==> config.mk <==
export PLATFORM = sky130hd
export DESIGN_NAME = sys_bus_lsu_flat
export DESIGN_NICKNAME = d
export VERILOG_FILES = /design/src/rtl/sys_bus_lsu_if.sv /design/src/rtl/sys_bus_lsu.sv /design/src/flat_wrapper.sv
export SDC_FILE = /design/constraint.sdc
export NUM_CORES = 1
export LEC_CHECK = 0
export CAP_MARGIN = 25
export CORE_MARGIN = 2
export CORE_UTILIZATION = 48
export DETAILED_ROUTE_END_ITERATION = 12
export PLACE_DENSITY = 0.92
export SLEW_MARGIN = 20
export SYNTH_ARGS = -nofsm -noshare
export SYNTH_HDL_FRONTEND = slang
export SYNTH_SLANG_ARGS = --single-unit
==> constraint.sdc <==
create_clock -name clk_i -period 3 [get_ports clk_i]
set_input_delay 0.3 -clock clk_i [delete_from_list [all_inputs] [get_ports clk_i]]
set_output_delay 0.3 -clock clk_i [all_outputs]
set_load 0.01 [all_outputs]
==> src/rtl/sys_bus_lsu_if.sv <==
// Core-side and system-bus-side signal bundle of the load/store unit.
// The master modport is the LSU view; the slave modport is the view of the
// environment (core pipeline plus bus peripherals) that surrounds it.
interface sys_bus_lsu_if;
    // core side
    logic        core_req_i;
    logic        core_we_i;
    logic [2:0]  core_size_i;
    logic [31:0] core_addr_i;
    logic [31:0] core_wd_i;
    logic [31:0] core_rd_o;
    logic        core_stall_o;
    logic        misalign_o;
    logic        timeout_o;
    // system bus side
    logic        mem_req_o;
    logic        mem_we_o;
    logic [3:0]  mem_be_o;
    logic [31:0] mem_addr_o;
    logic [31:0] mem_wd_o;
    logic [31:0] mem_rd_i;
    logic        mem_ready_i;

    modport master (
        input  core_req_i,
        input  core_we_i,
        input  core_size_i,
        input  core_addr_i,
        input  core_wd_i,
        output core_rd_o,
        output core_stall_o,
        output misalign_o,
        output timeout_o,
        output mem_req_o,
        output mem_we_o,
        output mem_be_o,
        output mem_addr_o,
        output mem_wd_o,
        input  mem_rd_i,
        input  mem_ready_i
    );

    modport slave (
        output core_req_i,
        output core_we_i,
        output core_size_i,
        output core_addr_i,
        output core_wd_i,
        input  core_rd_o,
        input  core_stall_o,
        input  misalign_o,
        input  timeout_o,
        input  mem_req_o,
        input  mem_we_o,
        input  mem_be_o,
        input  mem_addr_o,
        input  mem_wd_o,
        output mem_rd_i,
        output mem_ready_i
    );
endinterface

==> src/rtl/sys_bus_lsu.sv <==
// Load/store unit bridging the core pipeline to a single-beat system bus.
// A request is captured in IDLE, issued in BUS until the peripheral answers
// (or the cycle budget runs out), and retired for exactly one cycle in DONE.
// Misaligned or illegal-size requests skip the bus and raise a fault pulse.
module sys_bus_lsu #(
    parameter int unsigned TIMEOUT = 255
) (
    input  logic          clk_i,
    input  logic          rst_ni,
    sys_bus_lsu_if.master bus
);

    typedef enum logic [1:0] {
        IDLE = 2'd0,
        BUS  = 2'd1,
        DONE = 2'd2
    } state_t;

    localparam logic [7:0] TIMEOUT_LIMIT = 8'(TIMEOUT);

    state_t      state_reg, state_next;

    // request captured on acceptance; drives the bus for the whole BUS state
    logic        we_reg;
    logic [2:0]  size_reg;
    logic [31:0] addr_reg;
    logic [31:0] wd_reg;

    // BUS cycle counter (first BUS cycle reads 1) and fault flags for DONE
    logic [7:0]  cnt_reg;
    logic        misalign_reg;
    logic        timeout_reg;

    // already-extended load result; core_rd_o shows it permanently
    logic [31:0] rd_reg;

    logic        req_misaligned;
    logic        timeout_hit;
    logic [3:0]  be_lane;
    logic [31:0] wd_lane;
    logic [7:0]  load_byte;
    logic [15:0] load_half;
    logic [31:0] load_ext;

    logic        core_stall;
    logic        mem_req;
    logic        mem_we;
    logic [3:0]  mem_be;
    logic [31:0] mem_addr;
    logic [31:0] mem_wd;
    logic        misalign_pulse;
    logic        timeout_pulse;

    // Alignment/legality check on the incoming request; illegal size codes
    // are folded into the misaligned class so they never reach the bus.
    always_comb begin
        req_misaligned = 1'b1;
        case (bus.core_size_i)
            3'b000, 3'b100: req_misaligned = 1'b0;
            3'b001, 3'b101: req_misaligned = bus.core_addr_i[0];
            3'b010:         req_misaligned = |bus.core_addr_i[1:0];
            default:        req_misaligned = 1'b1;
        endcase
    end

    // The limit only fires when the peripheral is silent, so a ready on the
    // last allowed cycle completes normally.
    assign timeout_hit = (cnt_reg == TIMEOUT_LIMIT) && !bus.mem_ready_i;

    // Per-lane byte enables and write data. Only legal sizes reach BUS, so
    // size_reg[1:0] is 00 (byte), 01 (half) or 10 (word) here.
    genvar gi;
    generate
        for (gi = 0; gi < 4; gi++) begin : g_lane
            assign be_lane[gi] =
                (size_reg[1:0] == 2'b00) ? (addr_reg[1:0] == 2'(gi)) :
                (size_reg[1:0] == 2'b01) ? (addr_reg[1] == 1'(gi / 2)) :
                                           1'b1;
            assign wd_lane[gi*8 +: 8] =
                (size_reg[1:0] == 2'b00) ? wd_reg[7:0] :
                (size_reg[1:0] == 2'b01) ? wd_reg[(gi % 2)*8 +: 8] :
                                           wd_reg[gi*8 +: 8];
        end
    endgenerate

    // Lane selection of the returning read data.
    assign load_byte = bus.mem_rd_i[{addr_reg[1:0], 3'b000} +: 8];
    assign load_half = addr_reg[1] ? bus.mem_rd_i[31:16] : bus.mem_rd_i[15:0];

    // Sign/zero extension according to the captured load size.
    always_comb begin
        load_ext = bus.mem_rd_i;
        case (size_reg)
            3'b000:  load_ext = {{24{load_byte[7]}}, load_byte};
            3'b100:  load_ext = {24'd0, load_byte};
            3'b001:  load_ext = {{16{load_half[15]}}, load_half};
            3'b101:  load_ext = {16'd0, load_half};
            default: load_ext = bus.mem_rd_i;
        endcase
    end

    // State register; reset lands in IDLE immediately so an in-flight bus
    // request is withdrawn without waiting for the peripheral.
    always_ff @(posedge clk_i or negedge rst_ni) begin
        if (!rst_ni) begin
            state_reg <= IDLE;
        end else begin
            state_reg <= state_next;
        end
    end

    // Next-state and output decode; every output is a pure function of the
    // state and captured registers except the IDLE stall, which mirrors the
    // live request so the core freezes in the same cycle it asks.
    always_comb begin
        state_next     = state_reg;
        core_stall     = 1'b0;
        mem_req        = 1'b0;
        mem_we         = 1'b0;
        mem_be         = 4'b0000;
        mem_addr       = 32'd0;
        mem_wd         = 32'd0;
        misalign_pulse = 1'b0;
        timeout_pulse  = 1'b0;
        case (state_reg)
            IDLE: begin
                core_stall = bus.core_req_i;
                if (bus.core_req_i) begin
                    state_next = req_misaligned ? DONE : BUS;
                end
            end
            BUS: begin
                core_stall = 1'b1;
                mem_req    = 1'b1;
                mem_we     = we_reg;
                mem_be     = be_lane;
                mem_addr   = addr_reg;
                mem_wd     = wd_lane;
                if (bus.mem_ready_i || timeout_hit) begin
                    state_next = DONE;
                end
            end
            DONE: begin
                misalign_pulse = misalign_reg;
                timeout_pulse  = timeout_reg;
                state_next     = IDLE;
            end
            default: begin
                state_next = IDLE;
            end
        endcase
    end

    // Request capture, BUS cycle counting, fault flags and load result.
    always_ff @(posedge clk_i or negedge rst_ni) begin
        if (!rst_ni) begin
            we_reg       <= 1'b0;
            size_reg     <= 3'b000;
            addr_reg     <= 32'd0;
            wd_reg       <= 32'd0;
            cnt_reg      <= 8'd0;
            misalign_reg <= 1'b0;
            timeout_reg  <= 1'b0;
            rd_reg       <= 32'd0;
        end else begin
            case (state_reg)
                IDLE: begin
                    if (bus.core_req_i) begin
                        we_reg       <= bus.core_we_i;
                        size_reg     <= bus.core_size_i;
                        addr_reg     <= bus.core_addr_i;
                        wd_reg       <= bus.core_wd_i;
                        misalign_reg <= req_misaligned;
                        timeout_reg  <= 1'b0;
                        cnt_reg      <= 8'd1;
                    end
                end
                BUS: begin
                    if (bus.mem_ready_i) begin
                        if (!we_reg) begin
                            rd_reg <= load_ext;
                        end
                    end else if (timeout_hit) begin
                        timeout_reg <= 1'b1;
                        rd_reg      <= 32'd0;
                    end else begin
                        cnt_reg <= cnt_reg + 8'd1;
                    end
                end
                DONE: begin
                    misalign_reg <= 1'b0;
                    timeout_reg  <= 1'b0;
                    cnt_reg      <= 8'd0;
                end
                default: begin
                    cnt_reg <= 8'd0;
                end
            endcase
        end
    end

    assign bus.core_stall_o = core_stall;
    assign bus.core_rd_o    = rd_reg;
    assign bus.misalign_o   = misalign_pulse;
    assign bus.timeout_o    = timeout_pulse;
    assign bus.mem_req_o    = mem_req;
    assign bus.mem_we_o     = mem_we;
    assign bus.mem_be_o     = mem_be;
    assign bus.mem_addr_o   = mem_addr;
    assign bus.mem_wd_o     = mem_wd;

endmodule

==> src/flat_wrapper.sv <==
// flat-port wrapper written by rule: the top's interface ports become plain ports
module sys_bus_lsu_flat 
#(
    parameter int unsigned TIMEOUT = 255
)
  (clk_i, rst_ni, bus_core_req_i, bus_core_we_i, bus_core_size_i, bus_core_addr_i, bus_core_wd_i, bus_core_rd_o, bus_core_stall_o, bus_misalign_o, bus_timeout_o, bus_mem_req_o, bus_mem_we_o, bus_mem_be_o, bus_mem_addr_o, bus_mem_wd_o, bus_mem_rd_i, bus_mem_ready_i);
  sys_bus_lsu_if bus_i ();
  input  logic clk_i;
  input  logic rst_ni;
  input wire logic [$bits(bus_i.core_req_i)-1:0] bus_core_req_i;
  input wire logic [$bits(bus_i.core_we_i)-1:0] bus_core_we_i;
  input wire logic [$bits(bus_i.core_size_i)-1:0] bus_core_size_i;
  input wire logic [$bits(bus_i.core_addr_i)-1:0] bus_core_addr_i;
  input wire logic [$bits(bus_i.core_wd_i)-1:0] bus_core_wd_i;
  output wire logic [$bits(bus_i.core_rd_o)-1:0] bus_core_rd_o;
  output wire logic [$bits(bus_i.core_stall_o)-1:0] bus_core_stall_o;
  output wire logic [$bits(bus_i.misalign_o)-1:0] bus_misalign_o;
  output wire logic [$bits(bus_i.timeout_o)-1:0] bus_timeout_o;
  output wire logic [$bits(bus_i.mem_req_o)-1:0] bus_mem_req_o;
  output wire logic [$bits(bus_i.mem_we_o)-1:0] bus_mem_we_o;
  output wire logic [$bits(bus_i.mem_be_o)-1:0] bus_mem_be_o;
  output wire logic [$bits(bus_i.mem_addr_o)-1:0] bus_mem_addr_o;
  output wire logic [$bits(bus_i.mem_wd_o)-1:0] bus_mem_wd_o;
  input wire logic [$bits(bus_i.mem_rd_i)-1:0] bus_mem_rd_i;
  input wire logic [$bits(bus_i.mem_ready_i)-1:0] bus_mem_ready_i;
  assign bus_i.core_req_i = bus_core_req_i;
  assign bus_i.core_we_i = bus_core_we_i;
  assign bus_i.core_size_i = bus_core_size_i;
  assign bus_i.core_addr_i = bus_core_addr_i;
  assign bus_i.core_wd_i = bus_core_wd_i;
  assign bus_core_rd_o = bus_i.core_rd_o;
  assign bus_core_stall_o = bus_i.core_stall_o;
  assign bus_misalign_o = bus_i.misalign_o;
  assign bus_timeout_o = bus_i.timeout_o;
  assign bus_mem_req_o = bus_i.mem_req_o;
  assign bus_mem_we_o = bus_i.mem_we_o;
  assign bus_mem_be_o = bus_i.mem_be_o;
  assign bus_mem_addr_o = bus_i.mem_addr_o;
  assign bus_mem_wd_o = bus_i.mem_wd_o;
  assign bus_i.mem_rd_i = bus_mem_rd_i;
  assign bus_i.mem_ready_i = bus_mem_ready_i;
  sys_bus_lsu #(.TIMEOUT(TIMEOUT)) u_core (.clk_i(clk_i), .rst_ni(rst_ni), .bus(bus_i));
endmodule
-- After elaboration in Yosys (flattened, before gate mapping)
Cells that the tools add are included.
Widths: inputs -> output; s select.
- add/subtract/negate cells: 1
- eq/ne operators: 20
- shift operators: 1
- muxes and demuxes: 39
- bitwise gates (word level): 1
- reduce and logical (&&, ||, !) cells: 20
- operators with widths (kind ; number):
    $mux 32 ; 5
    $pmux 32 s4 ; 1
    $mux 8 ; 8
    $shiftx 32x6->8 ; 1
    $mux 16 ; 1
    $pmux 8 s2 ; 1
    $mux 1 ; 14
    $eq 3x3->1 const B ; 4
    $add 8x1->8 const B ; 1
    $eq 8x8->1 const B ; 1
    $ne 2x2->1 const B ; 4
    $eq 2x1->1 const B ; 3
    $eq 2x2->1 const B ; 3
    $eq 3x1->1 const B ; 2
    $logic_not 2->1 ; 3
    $logic_not 3->1 ; 2
    $mux 2 ; 3
    $pmux 1 s3 ; 2
    $reduce_and 2->1 ; 3
    $reduce_and 3->1 ; 2
    $reduce_or 2->1 ; 3
    $mux 4 ; 1
    $ne 2x1->1 const B ; 2
    $pmux 1 s2 ; 2
    9 further kinds ; 10
- register bits: 112
- logic and storage cells: 91

-- Depth between registers and ports, before layout
Gate-level depths: netlist of run 1.
- word-level depth: 6
- gate-level depth with buffers: 7
- mapped depth without buffers: 5

-- Worst setup path before layout of run 1
OpenSTA, ideal clock, no wires.
- path type: register -> output
- from: reg u_core.state_reg[0]
- to: out bus_mem_wd_o[22]
- data arrival time: 1364 ps
- required time: 2700 ps
- setup slack: 1336 ps
- cell stages (with the launch flop): 6
- path through: dfrtp_1 -> buf_2 -> nand2b_1 -> clkbuf_1 -> buf_1 -> nor2_1
- word-level cells in the longest chain between the ends: 2
- RTL lines (item ; RTL line ; text):
    start: declaration ; sys_bus_lsu.sv:21 ; state_t state_reg, state_next;
    start signal: assignment ; sys_bus_lsu.sv:108 ; state_reg <= state_next;
    $eq 2x1->1 ; sys_bus_lsu.sv:125 ; case (state_reg)
    $mux 32 ; sys_bus_lsu.sv:125 ;
    end: declaration ; flat_wrapper.sv:23 ; output wire logic [$bits(bus_i.mem_wd_o)-1:0] bus_mem_wd_o;
No other way between the ends.

-- Final worst setup path of run 1
- from: reg u_core.size_reg[1]
- to: out bus_mem_wd_o[9]
- word-level cells in the longest chain between the ends: 3
- RTL lines (item ; RTL line ; text):
    start: declaration ; sys_bus_lsu.sv:25 ; logic [2:0] size_reg;
    start signal: assignment ; sys_bus_lsu.sv:170 ; size_reg <= bus.core_size_i;
    $logic_not 2->1 ; sys_bus_lsu.sv:80 ; (size_reg[1:0] == 2'b00) ? wd_reg[7:0] :
    $mux 8 ; sys_bus_lsu.sv:80 ;
    $mux 32 ; sys_bus_lsu.sv:125 ;
No other way between the ends.

==> impl_results.md, run 1 <==
- Max cap viols: 0
- Drt pass-1 iters: 5
- Initial antenna violation count: 1
- Final ANT Viol Nets: 0
- Leading area contributor after synthesis: dfrtp_1
- Hold Vio Cnt, Final: 0
- Syn_nets: roughly 620
- Grt ovf: 0
- DRT Wirelength: around 17 mm
- Initial DRC Count: between 300 and 400
- Post-synthesis compound-gate area fraction: approximately 15%
- Ys Warns: 0
- Reg2reg end: u_core.bus.core_rd_o[6]
- Vias after detailed routing: slightly below 5000
- Global-route wire length before repair: ~26 mm
- Largest net degree at the start of global routing: 53
- Vias per inst: between 5 and 6
- Top routing layer in use: met4
- Die area: between 10000 and 15000 um^2
- Count of state elements after synthesis: between 100 and 150
- Crit path max fanout: 21
- Hold WC Path Type: in -> async
- Critical path type: reg -> out
- DR WL met2: roughly 8.4 mm
- CTS Buf Count: 9
- Post-CTS Setup Repair Bufs: 0
- CTS H-tree lvls: 3
- Die H: roughly 110 um
- CTS max path bufs: 2
- Multiplexer area fraction after synthesis: between 15 and 20%
- Area grow syn2layout: 44.3%
- Startpoint Class: flip-flop
- Layout cells sized above 1: about 16%
- CTS tree: built
- Asr flop ratio synth: between 90% and 100%
- Critical Path AT: around 2.5 ns
- Wl on met1: 6.46 mm
- Final Power: ~6.7 mW
- Worst-skew pair later-pin latency: approximately 0.35 ns
- FP Rows: 39
- Status: finished, final reports clean
- Share of the synthesized area in the top cell type: 49.6%
- Synthesized area: about 5700 um^2
- Finished Core Util: between 70 and 80%
- Ranking of synthesized cells by area: dfrtp_1, mux2_2, o2bb2ai_1
- Die extent in x: ~110 um
- Slew Viols, Final: 0
- GRT Resource Usage Total: a little over a quarter
- Cells after Synth: 514
- PwrDens: around 820 nW/um^2
- Fmax: roughly 0.36 GHz
- Clock Skew: around 0.0074 ns
- Root buf cell: clkbuf_16
- Leading cell type in the layout, fill and taps excluded: clkdlybuf4s50_1
- RR Startpoint: u_core.state_reg[1]
- Synth Area per Inst: approximately 11 um^2
- Port-buffer cells: approximately 210
- RSZ-0062 raised after global routing: false
- Met3 wire len: 1.32 mm
- Most frequent cells in the layout: clkdlybuf4s50_1, dfrtp_1, mux2_2
- Synth unique cells: a little over 50
- Clk sink count: between 100 and 150
- Static leakage: 3.30 nW
- HPWL Detailed: approximately 12 mm
- Clock slew at reported path FFs: ~0.070 ns
- Setup violation total in the final timing report: 0
- Top FF cell, synth: dfrtp_1
- Main combinational cell family by area after synthesis: multiplexers
- Post-synth EDFFs: 0
- Vias in the first global route: approximately 5100
- Register area share after synthesis: 49.6%
- Starting Density: around half
- Least-Margin Pin Slew: 0.788 ns
- Adder-cell area share of the yosys netlist: less than 1%
- Fin Setup TNS: 0 ns
- Fin crit share: 93.4%
- Worst r2r path cells: 5
- R2r setup slk: just over 0.8 ns
- Nets: between 800 and 900
- Routed wire length per instance: ~20 um
- Simple-gate share of the synthesized area: between 10% and 20%
- Tmin final: roughly 2.8 ns
- Fillers: 789
- Area of the core: between 10000 and 15000 um^2
- Worst vdd ir: 0.456 mV
- Xor/xnor share of the synthesized area: less than 1%
- # DRC: 0
- RePlAce Congestion: approximately 0.91
- Critical Path RT: 2.70 ns
- Element type at the critical path end: output pin
- IO Count: between 200 and 250
- Slew headroom: between 40% and 50%
Yosys cell counts, types with 2 or more instances:
master / number
a21oi_1: 40
a221oi_1: 6
a222oi_1: 6
a22o_1: 6
a31oi_1: 2
and2_1: 42
and3b_1: 3
buf_1: 5
buf_2: 19
buf_6: 2
clkbuf_1: 13
dfrtp_1: 112
inv_1: 7
mux2_2: 72
mux2i_1: 20
nand2_1: 28
nand2b_1: 3
nand3_1: 5
nor2_1: 40
nor2b_1: 5
nor3_1: 2
nor4_1: 3
o211ai_1: 2
o21ai_0: 12
o221ai_1: 2
o2bb2ai_1: 31
or3_1: 2
critical path, stage by stage (launching register included):
cell             delay, ns
dfrtp_2               0.60
or2_0                 0.67
nand2_1               0.15
a21oi_1               0.18
clkdlybuf4s50_1       0.56
where the power goes:
part	internal, mW	switching (mW)	leakage (nW)	total [mW]
clock	0.616	0.559	0.146	1.17
combinational	1.64	1.28	1.79	2.93
sequential	2.09	0.510	1.37	2.60
per-stage QoR:
stage | instance area (um^2) | setup slack [ns] | std cells | hold WS, ns
after global placement | 7850 | 0.688 | 837 | 0.279
after floorplan | 5650 | 1.34 | 514 | 0.00441
after detailed placement | 7850 | 0.611 | 837 | 0.291
final | 8160 | 0.197 | 856 | 0.451
after global routing | 8160 | 0.0583 | 856 | 0.495
after CTS | 8150 | 0.203 | 854 | 0.462
repair_timing:
| action | CTS | global route |
|---|---|---|
| resized for setup | 0 | 0 |
| hold endpoints to repair | 33 | 0 |
| hold buffers | 1 | 0 |
worst max path at each step:
| stage | from | endpoint | slack [ns] |
|---|---|---|---|
| finish | u_core.size_reg[1] | bus_mem_wd_o[9] | 0.20 |
| global route | u_core.size_reg[1] | bus_mem_wd_o[13] | 0.06 |
| CTS | u_core.size_reg[1] | bus_mem_wd_o[14] | 0.20 |
| detailed placement | u_core.size_reg[1] | bus_mem_wd_o[13] | 0.61 |
| global placement | u_core.size_reg[0] | bus_mem_wd_o[15] | 0.69 |
| floorplan | u_core.state_reg[0] | bus_mem_wd_o[22] | 1.34 |
routing by layer:
layer / global-route usage, % / vias up
li1: - / 2233
met4: 8.13 / 0
met1: 32.2 / 2425
met2: 45.9 / 240
met5: 0 / -
met3: 6.75 / 39
kinds of logic after synthesis:
logic type,Yosys count
AO/OA/AOI/OAI,117
XOR/XNOR,1
adder cells (fa/ha/maj),1
buffers and inverters,47
flip-flops,112
multiplexers,93
AND/OR/NAND/NOR,143
cell type report:
cell class / count / area (um^2) / share of cell area, %
timing repair buffer: 221 / 2200 / 27.0
antenna: 1 / 2.50 / 0.0307
inverter: 8 / 30.0 / 0.368
tap: 143 / 179 / 2.19
sequential: 112 / 2800 / 34.4
multi-input combinational: 355 / 2650 / 32.4
clock buffer: 11 / 253 / 3.10
clock inverter: 5 / 40.0 / 0.491
Note: power is estimated with default switching activity, not from simulation.
==> inputs of run 2 (changes only) <==
--- a/config.mk
+++ b/config.mk
@@ -5,7 +5,6 @@
 export SDC_FILE = /design/constraint.sdc
 export NUM_CORES = 1
 export LEC_CHECK = 0
-export CAP_MARGIN = 25
 export CORE_MARGIN = 2
 export CORE_UTILIZATION = 48
 export DETAILED_ROUTE_END_ITERATION = 12
==> impl_results.md, run 2 (synthesis gave the netlist of run 1 again) <==
- Clock Skew: 0.00770 ns (+0.000257 ns)
- Initial antenna violation count: 1 (unchanged)
- Hold buffers post-CTS: 1 (unchanged)
- Dpl cell area: 7850 um^2 (unchanged)
- Kind of cell adding the most delay to the critical path: simple AND/OR/NAND/NOR gates
- CP Buf/Inv Count: 1 (unchanged)
- Root buf cell: clkbuf_16
- Worst vdd ir: 0.455 mV (-0.27%)
- Slew Viols, Final: 0 (unchanged)
- Tmin final: 2.81 ns (+0.00644 ns)
- Pre-CTS setup slack: 0.611 ns (unchanged)
- CP max stage delay: 0.68 ns (about the same)
- Initial DRC Count: 366 (+2.2%)
- Clk sink count: 112 (unchanged)
- Nets: 811 (-0.12%)
- Vias per inst: 5.77 (about the same)
- PwrDens: 822 nW/um^2 (about the same)
- GRT Resource Usage Total: 26.3% (unchanged)
- Die extent in x: 113 um (unchanged)
- CTS max path bufs: 2 (unchanged)
- Post-CTS Setup Repair Bufs: 0 (unchanged)
- Startpoint Class: flip-flop
- Critical path cell sequence: or2_0 > nand2_1 > a21oi_1 > clkdlybuf4s50_1
- RePlAce Congestion: 0.907 (unchanged)
- Fmax: 0.356 GHz (-0.23%)
- Die H: 113 um (unchanged)
- Largest net degree at the start of global routing: 53 (unchanged)
- Critical Path RT: 2.70 ns (about the same)
- HPWL Detailed: 12.3 mm (unchanged)
- Most frequent cells in the layout: clkdlybuf4s50_1, dfrtp_1, mux2_2
- Routed wire length per instance: 19.5 um (+0.12%)
- CTS tree: built
- Multi-input logic area: 2650 um^2 (unchanged)
- Fin crit share: 93.6% (+0.21 points)
- Crit path max fanout: 21 (unchanged)
- CTS H-tree lvls: 3 (unchanged)
- Drt pass-1 iters: 7 (+2)
- Vias in the first global route: 5115 (unchanged)
- Max cap viols: 0 (unchanged)
- PnR worst setup slack: 0.191 ns (-0.00644 ns)
- Global-route wire length before repair: 26.5 mm (unchanged)
- Setup violation total in the final timing report: 0 (unchanged)
- DRT Wirelength: 16.7 mm (unchanged)
- Least-Margin Pin Slew: 1.00 ns (+0.216 ns)
- Fin Setup TNS: 0 ns (unchanged)
- RSZ-0062 raised after global routing: false
- CTS Buf Count: 9 (unchanged)
- Hold WC Path Type: in -> async
- Leading cell type in the layout, fill and taps excluded: clkdlybuf4s50_1
- Final Power: 6.70 mW (about the same)
- Vias after detailed routing: 4934 (-0.061%)
- Status: finished, final reports clean
- Slowest cell on the critical path: or2_0
- Fillers: 791 (+0.25%)
- Grt ovf: 0 (unchanged)
- Crit path depth: 4 (unchanged)
- # DRC: 0 (unchanged)
- Starting Density: 49.3% (unchanged)
- Sequential cell area: 2800 um^2 (unchanged)
- Area grow syn2layout: 44.2% (about the same)
- Final Cell Area: 8150 um^2 (about the same)
- Slew headroom: 32.9% (-15 points)
- Port-buffer cells: 208 (unchanged)
- Critical path type: reg -> out
- Layout cells sized above 1: 15.5% (-0.12 points)
- Critical Path AT: 2.51 ns (about the same)
- Hold Vio Cnt, Final: 0 (unchanged)
- Worst-skew pair later-pin latency: 0.35 ns (about the same)
- IO Count: 209 (unchanged)
- Static leakage: 3.30 nW (-0.15%)
- Area of the core: 11500 um^2 (unchanged)
- Element type at the critical path end: output pin
- Clock slew at reported path FFs: 0.07 ns (about the same)
- CTS resizes: 0 (unchanged)
- Die area: 12700 um^2 (unchanged)
- Worst r2r path cells: 5 (unchanged)
- Final ANT Viol Nets: 0 (unchanged)
- FP Rows: 39 (unchanged)
-- run 2: per-layer routing --
metal	GRT usage (%)	routed length, um	vias to the layer above
met1	32.2	6540	2444
met3	6.75	1270	33
li1	-	-	2231
met4	8.13	401	0
met2	45.9	8440	226
met5	0	0	-
-- run 2: metrics by stage --
| step | util (%) | instances | hold WS, ns |
|---|---|---|---|
| after detailed placement | 68.4 | 837 | 0.291 |
| after floorplan | - | 514 | 0.00441 |
| final | 71.1 | 855 | 0.451 |
| after global routing | 71.1 | 855 | 0.495 |
| after CTS | 71.1 | 854 | 0.462 |
| after global placement | 68.4 | 837 | 0.279 |
-- run 2: path summary, 6_finish.rpt --
check | from | endpoint | slack, ns
max | u_core.size_reg[1] | bus_mem_wd_o[14] | 0.19
max in group asynchronous | rst_ni | u_core.cnt_reg[0] | 1.80
min in group clk_i | u_core.bus.core_rd_o[12] | u_core.bus.core_rd_o[12] | 0.49
min reg2reg | u_core.bus.core_rd_o[12] | u_core.bus.core_rd_o[12] | 0.49
max reg2reg | u_core.state_reg[1] | u_core.bus.core_rd_o[6] | 0.83
min | rst_ni | u_core.addr_reg[7] | 0.45
-- run 2: final cells by class --
cell class	count	area share (%)
sequential	112	34.4
multi-input combinational	355	32.5
timing repair buffer	220	27.0
clock buffer	11	3.10
tap	143	2.20
clock inverter	5	0.491
inverter	8	0.368
antenna	1	0.0307
-- run 2: report_power, final --
| group | internal [mW] | switching [mW] |
|---|---|---|
| registers | 2.09 | 0.512 |
| clock network | 0.616 | 0.557 |
| logic | 1.64 | 1.28 |
==> inputs of run 3 (changes only) <==
--- a/config.mk
+++ b/config.mk
@@ -6,9 +6,9 @@
 export NUM_CORES = 1
 export LEC_CHECK = 0
 export CORE_MARGIN = 2
-export CORE_UTILIZATION = 48
+export CORE_UTILIZATION = 40
 export DETAILED_ROUTE_END_ITERATION = 12
-export PLACE_DENSITY = 0.92
+export PLACE_DENSITY = 0.79
 export SLEW_MARGIN = 20
 export SYNTH_ARGS = -nofsm -noshare
 export SYNTH_HDL_FRONTEND = slang
==> impl_results.md, run 3 (synthesis gave the netlist of run 1 again) <==
- Vias in the first global route: 4968 (-2.9%)
- Global-route wire length before repair: 25.9 mm (-2.1%)
- PwrDens: 820 nW/um^2 (-0.13%)
- Starting Density: 40.9% (-8.4 points)
- Element type at the critical path end: output pin
- CTS H-tree lvls: 3 (unchanged)
- Status: finished, final reports clean
- Largest net degree at the start of global routing: 47 (-11%)
- Hold Vio Cnt, Final: 0 (unchanged)
- Routed wire length per instance: 18.6 um (-4.6%)
- Clock slew at reported path FFs: 0.08 ns (about the same)
- Die area: 15100 um^2 (+19%)
- Clk sink count: 112 (unchanged)
- Worst-skew pair later-pin latency: 0.36 ns (about the same)
- CTS max path bufs: 2 (unchanged)
- Leading cell type in the layout, fill and taps excluded: clkdlybuf4s50_1
- Layout cells sized above 1: 15.4% (-0.022 points)
- Initial DRC Count: 289 (-21%)
- CP max stage delay: 0.66 ns (-0.02 ns)
- Clock Skew: 0.0108 ns (+0.00309 ns)
- Vias after detailed routing: 4798 (-2.8%)
- Post-CTS Setup Repair Bufs: 0 (unchanged)
- Most frequent cells in the layout: clkdlybuf4s50_1, dfrtp_1, mux2_2
- Initial antenna violation count: 0 (-1)
- Vias per inst: 5.38 (-6.8%)
- Placed insts: 875 (+4.5%)
- Slew Viols, Final: 0 (unchanged)
- Startpoint Class: flip-flop
- Area of the core: 13800 um^2 (+21%)
- GRT Resource Usage Total: 22.2% (-4.2 points)
- HPWL Detailed: 12.3 mm (+0.11%)
- Final ANT Viol Nets: 0 (unchanged)
- Fin Setup TNS: 0 ns (unchanged)
- Die H: 123 um (+9.2%)
- RSZ-0062 raised after global routing: false
- # diodes: 0 (-1)
- Least-Margin Pin Slew: 0.973 ns (-0.0308 ns)
- Nets: 812 (+0.12%)
- Max cap viols: 0 (unchanged)
- Critical path cell sequence: buf_4 > nor2_1 > nand2_1 > a21oi_1 > clkdlybuf4s50_1
- Die extent in x: 123 um (+9.2%)
- Critical Path RT: 2.70 ns (about the same)
- Kind of cell adding the most delay to the critical path: simple AND/OR/NAND/NOR gates
- Critical path type: reg -> out
- Fillers: 1156 (+46%)
- Non-filler instance count after layout: 892 (+4.3%)
- Critical Path AT: 2.56 ns (+0.05 ns)
- Global routing's busiest layer: met2
- Met3 Track Usage GR: 5.07% (-1.7 points)
- Grt ovf: 0 (unchanged)
- Slowest cell on the critical path: nor2_1
- M1 GR Usage: 28.4% (-3.9 points)
- Worst vdd ir: 0.354 mV (-22%)
- FP Rows: 43 (+10%)
- Multi-input logic area: 2650 um^2 (unchanged)
- Sequential cell area: 2800 um^2 (unchanged)
- CTS Buf Count: 9 (unchanged)
- Fmax: 0.350 GHz (-1.7%)
- Tmin final: 2.86 ns (+0.0477 ns)
- Drt pass-1 iters: 4 (-3)
- IO Count: 209 (unchanged)
- Global Route met2 Usage: 37.4% (-8.6 points)
- # DRC: 0 (unchanged)
- DRT Wirelength: 16.6 mm (-0.47%)
- Crit path max fanout: 11 (-48%)
- Slew headroom: 34.9% (+2.1 points)
- Root buf cell: clkbuf_16
- CP Buf/Inv Count: 2 (+1)
- Area grow syn2layout: 45.1%
- CTS tree: built
- Hold WC Path Type: reg -> reg
- Setup violation total in the final timing report: 0 (unchanged)
- Fin crit share: 95.2% (+1.6 points)
- Port-buffer cells: 208 (unchanged)
- Static leakage: 3.30 nW (about the same)
- RePlAce Congestion: 0.905 (-0.21%)
==> run 3: cell types whose count changed in the layout (fill, tap and decap cells not counted), moves of 2 or more <==
| cell | before | now |
|---|---|---|
| clkinv_4 | 3 | 0 |
| clkbuf_8 | 2 | 0 |
| clkinvlp_4 | 0 | 2 |
| buf_4 | 10 | 12 |
==> run 3: path summary, 6_finish.rpt <==
kind                                             to  slack [ns]                      from  depth (start not counted)
max in group asynchronous        u_core.addr_reg[3]        1.74                    rst_ni                          3
setup reg to reg           u_core.bus.core_rd_o[16]        0.85        u_core.addr_reg[1]                          4
min in group asynchronous       u_core.addr_reg[12]        0.50                    rst_ni                          2
hold reg to reg            u_core.bus.core_rd_o[30]        0.49  u_core.bus.core_rd_o[30]                          1
hold / removal             u_core.bus.core_rd_o[30]        0.49  u_core.bus.core_rd_o[30]                          1
setup / recovery                   bus_mem_wd_o[15]        0.14        u_core.size_reg[0]                          5
==> run 3: layer usage <==
| layer | share of wire, % | wire length (um) |
|---|---|---|
| met5 | 0 | 0 |
| met3 | 7.3 | 1200 |
| met2 | 50 | 8280 |
| met4 | 1.5 | 254 |
| met1 | 41 | 6830 |
==> run 3: worst register-to-register path, cell delays in order, from the launching register on <==
cell and delay [ns]:
dfrtp_1 0.71, mux4_2 0.63, and2_4 0.19, o21ai_4 0.37, o2bb2ai_1 0.14
==> run 3: what timing repair did <==
item / CTS / global route
hold endpoints to repair: 40 / 0
endpoints found under the setup margin: 1 / 0
gates resized for setup: 1 / 0
hold buffers: 1 / 0
==> run 3: cell type report <==
cell class	count	share of cell area, %
Sequential cell	112	34.2
Multi-Input combinational cell	355	32.3
Timing Repair Buffer	221	26.7
Clock buffer	10	2.79
Tap cell	180	2.75
Clock inverter	6	0.900
Inverter	8	0.366
==> run 3: through the flow <==
stage / hold WS (ns) / power, mW / setup WS, ns / area [um^2] / utilization (%)
2_1_floorplan: 0.00441 / 4.15 / 1.34 / 5650 / -
3_5_place_dp: 0.336 / 5.51 / 0.448 / 7890 / 57.0
6_report: 0.494 / 6.73 / 0.143 / 8200 / 59.3
5_1_grt: 0.507 / 7.12 / 0.0194 / 8200 / 59.3
4_1_cts: 0.498 / 6.77 / 0.0966 / 8200 / 59.3
3_3_place_gp: 0.328 / 5.40 / 0.605 / 7890 / 57.0
==> run 3: power breakdown <==
group          switching, mW  internal, mW  total [mW]
sequential             0.443          2.09        2.53
combinational           1.31          1.63        2.95
clock                  0.588         0.661        1.25
total                   2.34          4.38        6.73
